--- src/rtl/cal_eeprom_spi_slave.sv ---
// SPI mode-0 responder for the calibration EEPROM.
// All SPI pins are oversampled in the clk domain.
module cal_eeprom_spi_slave #(
  parameter int ADDR_W      = 6,
  parameter int DATA_W      = 8,
  parameter int SYNC_STAGES = 2
) (
  input  logic clk,
  input  logic rst,
  input  logic SS_n,
  input  logic SCLK,
  input  logic MOSI,
  output logic MISO,
  output logic wr_done,
  output logic rd_done,
  output logic frame_err
);

  localparam int FW    = 2 + ADDR_W + DATA_W;
  localparam int HW    = 2 + ADDR_W;
  localparam int CW    = $clog2(FW + 2);
  localparam int DEPTH = 1 << ADDR_W;

  typedef enum logic [1:0] {
    IDLE,
    SHIFT,
    DONE
  } state_e;

  logic [SYNC_STAGES:0]   sclk_q, sclk_d;
  logic [SYNC_STAGES:0]   ss_q, ss_d;
  logic [SYNC_STAGES-1:0] mosi_q, mosi_d;

  state_e            state_q, state_d;
  logic [CW-1:0]     cnt_q, cnt_d;
  logic [FW-1:0]     rx_q, rx_d;
  logic [DATA_W-1:0] tx_q, tx_d;
  logic              miso_q, miso_d;
  logic              wr_q, wr_d;
  logic              rd_q, rd_d;
  logic              err_q, err_d;

  logic [DATA_W-1:0] mem_q [DEPTH];
  logic              we;
  logic [ADDR_W-1:0] waddr;
  logic [DATA_W-1:0] wdata;

  logic          sclk_rise, sclk_fall, ss_fall, ss_rise;
  logic          mosi_s;
  logic [FW-1:0] rx_shift;
  logic [1:0]    op;

  // Extra flop beyond the synchronizer gives the edge pulses.
  assign sclk_rise = sclk_q[SYNC_STAGES-1] & ~sclk_q[SYNC_STAGES];
  assign sclk_fall = ~sclk_q[SYNC_STAGES-1] & sclk_q[SYNC_STAGES];
  assign ss_fall   = ~ss_q[SYNC_STAGES-1] & ss_q[SYNC_STAGES];
  assign ss_rise   = ss_q[SYNC_STAGES-1] & ~ss_q[SYNC_STAGES];
  assign mosi_s    = mosi_q[SYNC_STAGES-1];
  assign rx_shift  = {rx_q[FW-2:0], mosi_s};
  assign op        = rx_q[FW-1 -: 2];
  assign waddr     = rx_q[DATA_W +: ADDR_W];
  assign wdata     = rx_q[DATA_W-1:0];

  always_comb begin
    sclk_d = {sclk_q[SYNC_STAGES-1:0], SCLK};
    ss_d   = {ss_q[SYNC_STAGES-1:0], SS_n};
    if (SYNC_STAGES > 1) begin
      mosi_d = {mosi_q[SYNC_STAGES-2:0], MOSI};
    end else begin
      mosi_d = {SYNC_STAGES{MOSI}};
    end
  end

  always_comb begin
    state_d = state_q;
    cnt_d   = cnt_q;
    rx_d    = rx_q;
    tx_d    = tx_q;
    miso_d  = miso_q;
    wr_d    = 1'b0;
    rd_d    = 1'b0;
    err_d   = 1'b0;
    we      = 1'b0;
    unique case (state_q)
      IDLE: begin
        miso_d = 1'b0;
        if (ss_fall) begin
          state_d = SHIFT;
          cnt_d   = '0;
          rx_d    = '0;
          tx_d    = '0;
        end
      end
      SHIFT: begin
        if (ss_rise) begin
          state_d = DONE;
          miso_d  = 1'b0;
        end else if (sclk_rise) begin
          rx_d = rx_shift;
          if (cnt_q != CW'(FW + 1)) begin
            cnt_d = cnt_q + 1'b1;
          end
          // Header complete: fetch read data before the next fall.
          if (cnt_q == CW'(HW - 1) &&
              rx_shift[HW-1 -: 2] == 2'b00) begin
            tx_d = mem_q[rx_shift[ADDR_W-1:0]];
          end
        end else if (sclk_fall) begin
          miso_d = tx_q[DATA_W-1];
          tx_d   = {tx_q[DATA_W-2:0], 1'b0};
        end
      end
      DONE: begin
        miso_d  = 1'b0;
        state_d = IDLE;
        if (cnt_q == CW'(FW) && op == 2'b01) begin
          we   = 1'b1;
          wr_d = 1'b1;
        end else if (cnt_q == CW'(FW) && op == 2'b00) begin
          rd_d = 1'b1;
        end else begin
          err_d = 1'b1;
        end
      end
      default: state_d = IDLE;
    endcase
  end

  always_ff @(posedge clk) begin
    if (rst) begin
      sclk_q  <= '0;
      ss_q    <= '0;
      mosi_q  <= '0;
      state_q <= IDLE;
      cnt_q   <= '0;
      rx_q    <= '0;
      tx_q    <= '0;
      miso_q  <= 1'b0;
      wr_q    <= 1'b0;
      rd_q    <= 1'b0;
      err_q   <= 1'b0;
    end else begin
      sclk_q  <= sclk_d;
      ss_q    <= ss_d;
      mosi_q  <= mosi_d;
      state_q <= state_d;
      cnt_q   <= cnt_d;
      rx_q    <= rx_d;
      tx_q    <= tx_d;
      miso_q  <= miso_d;
      wr_q    <= wr_d;
      rd_q    <= rd_d;
      err_q   <= err_d;
    end
  end

  always_ff @(posedge clk) begin
    if (rst) begin
      for (int i = 0; i < DEPTH; i++) begin
        mem_q[i] <= '0;
      end
    end else if (we) begin
      mem_q[waddr] <= wdata;
    end
  end

  assign MISO      = miso_q;
  assign wr_done   = wr_q;
  assign rd_done   = rd_q;
  assign frame_err = err_q;

endmodule

--- config.mk ---
export PLATFORM = sky130hd
export DESIGN_NAME = cal_eeprom_spi_slave
export DESIGN_NICKNAME = d
export VERILOG_FILES = /design/src/rtl/cal_eeprom_spi_slave.sv
export SDC_FILE = /design/constraint.sdc
export NUM_CORES = 1
export LEC_CHECK = 0
export ABC_AREA = 0
export ABC_CLOCK_PERIOD_IN_PS = 6050
export BUFFER_PORTS_ARGS = -buffer_cell sky130_fd_sc_hd__buf_2
export CORE_MARGIN = 1
export CORE_UTILIZATION = 60
export DETAILED_ROUTE_END_ITERATION = 8
export GPL_ROUTABILITY_DRIVEN = 0
export PLACE_DENSITY = 0.76
export REMOVE_ABC_BUFFERS = 1
export SKIP_CTS_REPAIR_TIMING = 1
export SLEW_MARGIN = 20
export SYNTH_ARGS = -nofsm -noshare
export SYNTH_HDL_FRONTEND = slang
export SYNTH_SLANG_ARGS = --single-unit
--- constraint.sdc ---
create_clock -name clk -period 6.05 [get_ports clk]
set_input_delay 1.5125 -clock clk [delete_from_list [all_inputs] [get_ports clk]]
set_output_delay 1.5125 -clock clk [all_outputs]
set_load 0.005 [all_outputs]
Yosys cells after proc, flatten, opt, wreduce, memory -nomap -nowiden

Memories as Yosys holds them, arrays and structs flattened.
Cells that the tools add are included.
Widths: inputs -> output; s select.

Logic and storage cells: 87
Input port bits: 5
Bits in read-only memories: 0
Bits in writable memories: 512
Latch bits: 0
Memories kept: 1
Bits in registers: 43

Memories:

| memory | words | width | rd ports | clocked after memory_dff | wr ports | line | source |
|---|---|---|---|---|---|---|---|
| mem_q  | 64    | 8     | 1        | 0                        | 64       | 43   | `logic [DATA_W-1:0] mem_q [DEPTH];` |

Eq/ne operators: 15
Magnitude comparators: 0
Shifts and indexed selects: 0
Multiplexer cells: 34
Add/sub/neg operators: 1
Divide/modulo/power cells: 0
Bitwise gates (word level): 9
Reductions and logical operators: 16
Multipliers: 0

Operators with widths:

| cell                | count |
|---|---|
| $mux 16             | 3 |
| $mux 8              | 6 |
| $pmux 16 s2         | 1 |
| $mux 5              | 4 |
| $pmux 8 s2          | 1 |
| $mux 1              | 13 |
| $ne 3x3->1 const B  | 4 |
| $ne 2x2->1 const B  | 5 |
| $pmux 5 s2          | 1 |
| $reduce_and 5->1    | 2 |
| $reduce_or 8->1     | 1 |
| $logic_not 2->1     | 3 |
| $mux 6              | 1 |
| $add 5x1->5 const B | 1 |
| $eq 5x3->1 const B  | 1 |
| $eq 5x5->1 const B  | 1 |
| $ne 5x5->1 const B  | 1 |
| $not 1->1           | 5 |
| $and 1x1->1         | 4 |
| $eq 2x1->1 const B  | 2 |
| $mux 2              | 2 |
| $pmux 2 s2          | 1 |
| $reduce_and 4->1    | 1 |
| $reduce_bool 2->1   | 2 |
| other kinds (7)     | 9 |

Logic depth before layout (Yosys ltp)

Word-level depth: 9
Mapped depth: 11
Gate-level depth less buffers: 8

Worst setup path after synthesis

OpenSTA, ideal clock, no wires.

Path type: input port to flip-flop
Start: input port rst
End: memory mem_q[63][0], enable pin
Setup time: 0.309 ns
Setup slack: 2.539 ns
Data arrival time: 3.202 ns
Path buffers: 1
Stages: 7
Data required time: 5.741 ns
Cell sequence: clkbuf_1 or3b_2 nor4_4 and2_2 nand4_4 nor2_1 or2_2

RTL lines:

| what               | line | source |
|---|---|---|
| start: declaration | 9    | `input logic rst,` |
| end: declaration   | 43   |  |

==> impl_results.md <==
* Synth Instances at 1767
* Share of the synthesized area in the top cell type at 59.89%
* Setup WS pre-CTS at 1487 ps
* VDD IR max at 179.1 uV
* DRC at 0
* Area grow syn2layout at 8.500%
* FFs w/ async S/R, synth at 0%
* Root buffer cell: clkbuf_16
* Min Tclk post-route at 4045 ps
* DIE AREA at 0.04362 mm^2
* Via Count at 14480
* Setup ws final at 2005 ps
* Routed WL per cell at 26.05 um
* FMAX at 247.2 MHz
* Largest net degree at the start of global routing at 68
* Synth top cells by count: and2_1 (516), edfxtp_1 (512), mux4_2 (119), nor2_1 (94), clkbuf_1 (82)
* Maxcap violations at 0
* Sinks on Clock Net at 555
* CTS buffer count at 56
* Drt initial violations at 1794
* Post-Route WL at 60170 um
* Antenna Nets Post-Route at 0
* Crit path DAT at 4340 ps
* Yosys cell types at 51
* Top post-synthesis cells by area: edfxtp_1 (60%), and2_1 (13%), mux4_2 (10%)
* CP Class: in2reg
* Flops & latches, synth at 555
* Crit Reg-Reg Startpoint: state_q[1]$_SDFFE_PP0P_
* # diodes at 0
* First-pass GRT wire length at 89890 um
* Initial Util at 61.07%
* Setup Viol. Count Final at 0
* Largest stage delay, worst path at 600 ps
* Worst skew pair latency at 610 ps
* PortBufs at 8
* Worst EP required at 6340 ps
* Slowest cell on the critical path: nor2_1
* Setup Skew at 15.26 ps
* Placed instance area at 0.02597 mm^2
* Drt pass-1 iters at 6
* Mapped Area at 0.02567 mm^2
* Cell taking the most area after synthesis: edfxtp_1
* Hold Crit Class: reg2reg
* Share of layout cells above drive strength 1 at 18.80%
* Period utilization at 66.85%
* Average via count per standard cell at 6.268
* Worst Max-Slew Pin Slew at 1050 ps
* Cell Chain, Critical Path: buf_4 > or3b_2 > nor4_4 > and2_2 > nand2_1 > nor2_1 > or2_2
* H-tree Lvls at 2
* Power density cells at 292.6 mW/mm^2
* Std-Cell Rows at 75
* Total grt overflow at 0
* Final Instance Area at 0.02785 mm^2
* Die width at 208.9 um
* Worst-path fanout max at 39
* Vias in the first global route at 13890
* Fillers at 2877
* Most frequent cell after synthesis: and2_1
* Final slew viol count at 0
* DP HPWL at 36950 um
* Leakage at 9.720 nW
* Slew HR at 30.03%
* Bufs on Longest Clock Path at 3
* IO Count at 9
* Sequential area share after synthesis at 63.24%
* RSZ-0062 raised after global routing: false
* Worst Hold Launch: mosi_q[0]$_SDFF_PP0_
* Status: finished clean
* Nature of the critical path endpoint: flop
* Warnings, synthesis at 0
* Top_reg_cell synth: edfxtp_1
* CP startpoint kind: primary input
* CTS tree: built
* Die H at 208.9 um
* Final net count at 1735
* Initial antenna violation count at 1
* Core area at 0.04204 mm^2
* Gr usage total at 28.35%
* CP startpoint: rst
* Syn Area/Cell at 14.53 um^2
* Final hold violations at 0
* Post-synth EDFFs at 512
* CTS clk-pin slew, worst paths at 60 ps
-- through the flow --
stage / utilization (%) / power [mW] / hold WS, ps / instances / TNS [ps]
after floorplan: - / 4.592 / 413.8 / 1642 / -10610
after global placement: 61.77 / 4.671 / 416.7 / 2206 / 0
after detailed placement: 61.77 / 4.678 / 419.7 / 2206 / 0
after CTS: 66.25 / 8.164 / 433.9 / 2310 / 0
after global routing: 66.26 / 8.328 / 461.0 / 2310 / 0
final: 66.26 / 8.151 / 432.2 / 2310 / 0
-- routing by layer --
layer / track usage, % / share of wire (%) / up-vias
met5: 0 / 0 / -
met4: 8.671 / 2.7 / 0
met3: 5.561 / 9.7 / 110
met2: 43.29 / 47 / 727
met1: 41.64 / 41 / 7264
li1: - / - / 6378
-- layout by cell type (no fill, tap or decap), types with 11 or more instances in the layout --
cell       synthesis  routed
a22oi_1           37      37
nand2_1           30      30
nor2b_1           19      19
mux2i_1           59      59
or2_2             66      66
nor2_1            94      94
o21ai_0           12      12
and2_1           516     516
buf_4              3      16
a21oi_1           25      25
mux2_2            12      12
edfxtp_1         512     512
mux4_2           119     119
clkbuf_16          0      57
clkbuf_1          82      11
dfxtp_1           43      34
clkinv_2           0      18
-- cell families (layout without fill, tap and decap cells) --
group	count (synthesis)	in the layout	share of synthesized area, %
multiplexers	190	190	13.27
buffers and inverters	132	136	2.437
AND/OR/NAND/NOR	772	772	17.87
flip-flops	555	555	63.24
adder cells (fa/ha/maj)	5	5	0.2437
AO/OA/AOI/OAI	113	113	2.944
-- state kept, by name, summed over array words and instances, names as in the netlist --
name       cells
rd_done        1
sclk_q         3
frame_err      1
MISO           1
wr_done        1
rx_q          16
mosi_q         2
mem_q        512
tx_q           8
state_q        2
cnt_q          5
ss_q           3
-- worst max-delay path, delay by kind of cell --
| family | cells | cell delay, ps |
|---|---|---|
| buf+inv | 1 | 240 |
| simple gates | 6 | 2510 |
-- worst paths after layout --
check / to / slack [ps] / cells past startpoint
hold / removal: mosi_q[1]$_SDFF_PP0_ / 430 / 1
setup reg to reg: mem_q[37][4]$_SDFFCE_PN0P_ / 2760 / 6
setup / recovery: mem_q[37][4]$_SDFFCE_PN0P_ / 2010 / 7
hold reg to reg: mosi_q[1]$_SDFF_PP0_ / 430 / 1
-- power breakdown --
part / total [mW] / switching (mW) / internal [mW] / leakage (nW)
clock network: 3.55 / 1.45 / 2.10 / 0.935
registers: 4.34 / 0.0531 / 4.29 / 5.64
logic: 0.257 / 0.151 / 0.107 / 3.15
total: 8.15 / 1.66 / 6.49 / 9.72
-- layout make-up --
class	count	area [um^2]	share of cell area, %
tap	539	674.4	2.421
multi-input combinational	1080	8815	31.65
clock buffer	74	1550	5.566
inverter	7	26.28	0.09433
timing repair buffer	25	195.2	0.7007
sequential	555	16260	58.38
clock inverter	30	331.6	1.190
No activity file was read; power rests on OpenSTA's default activity.
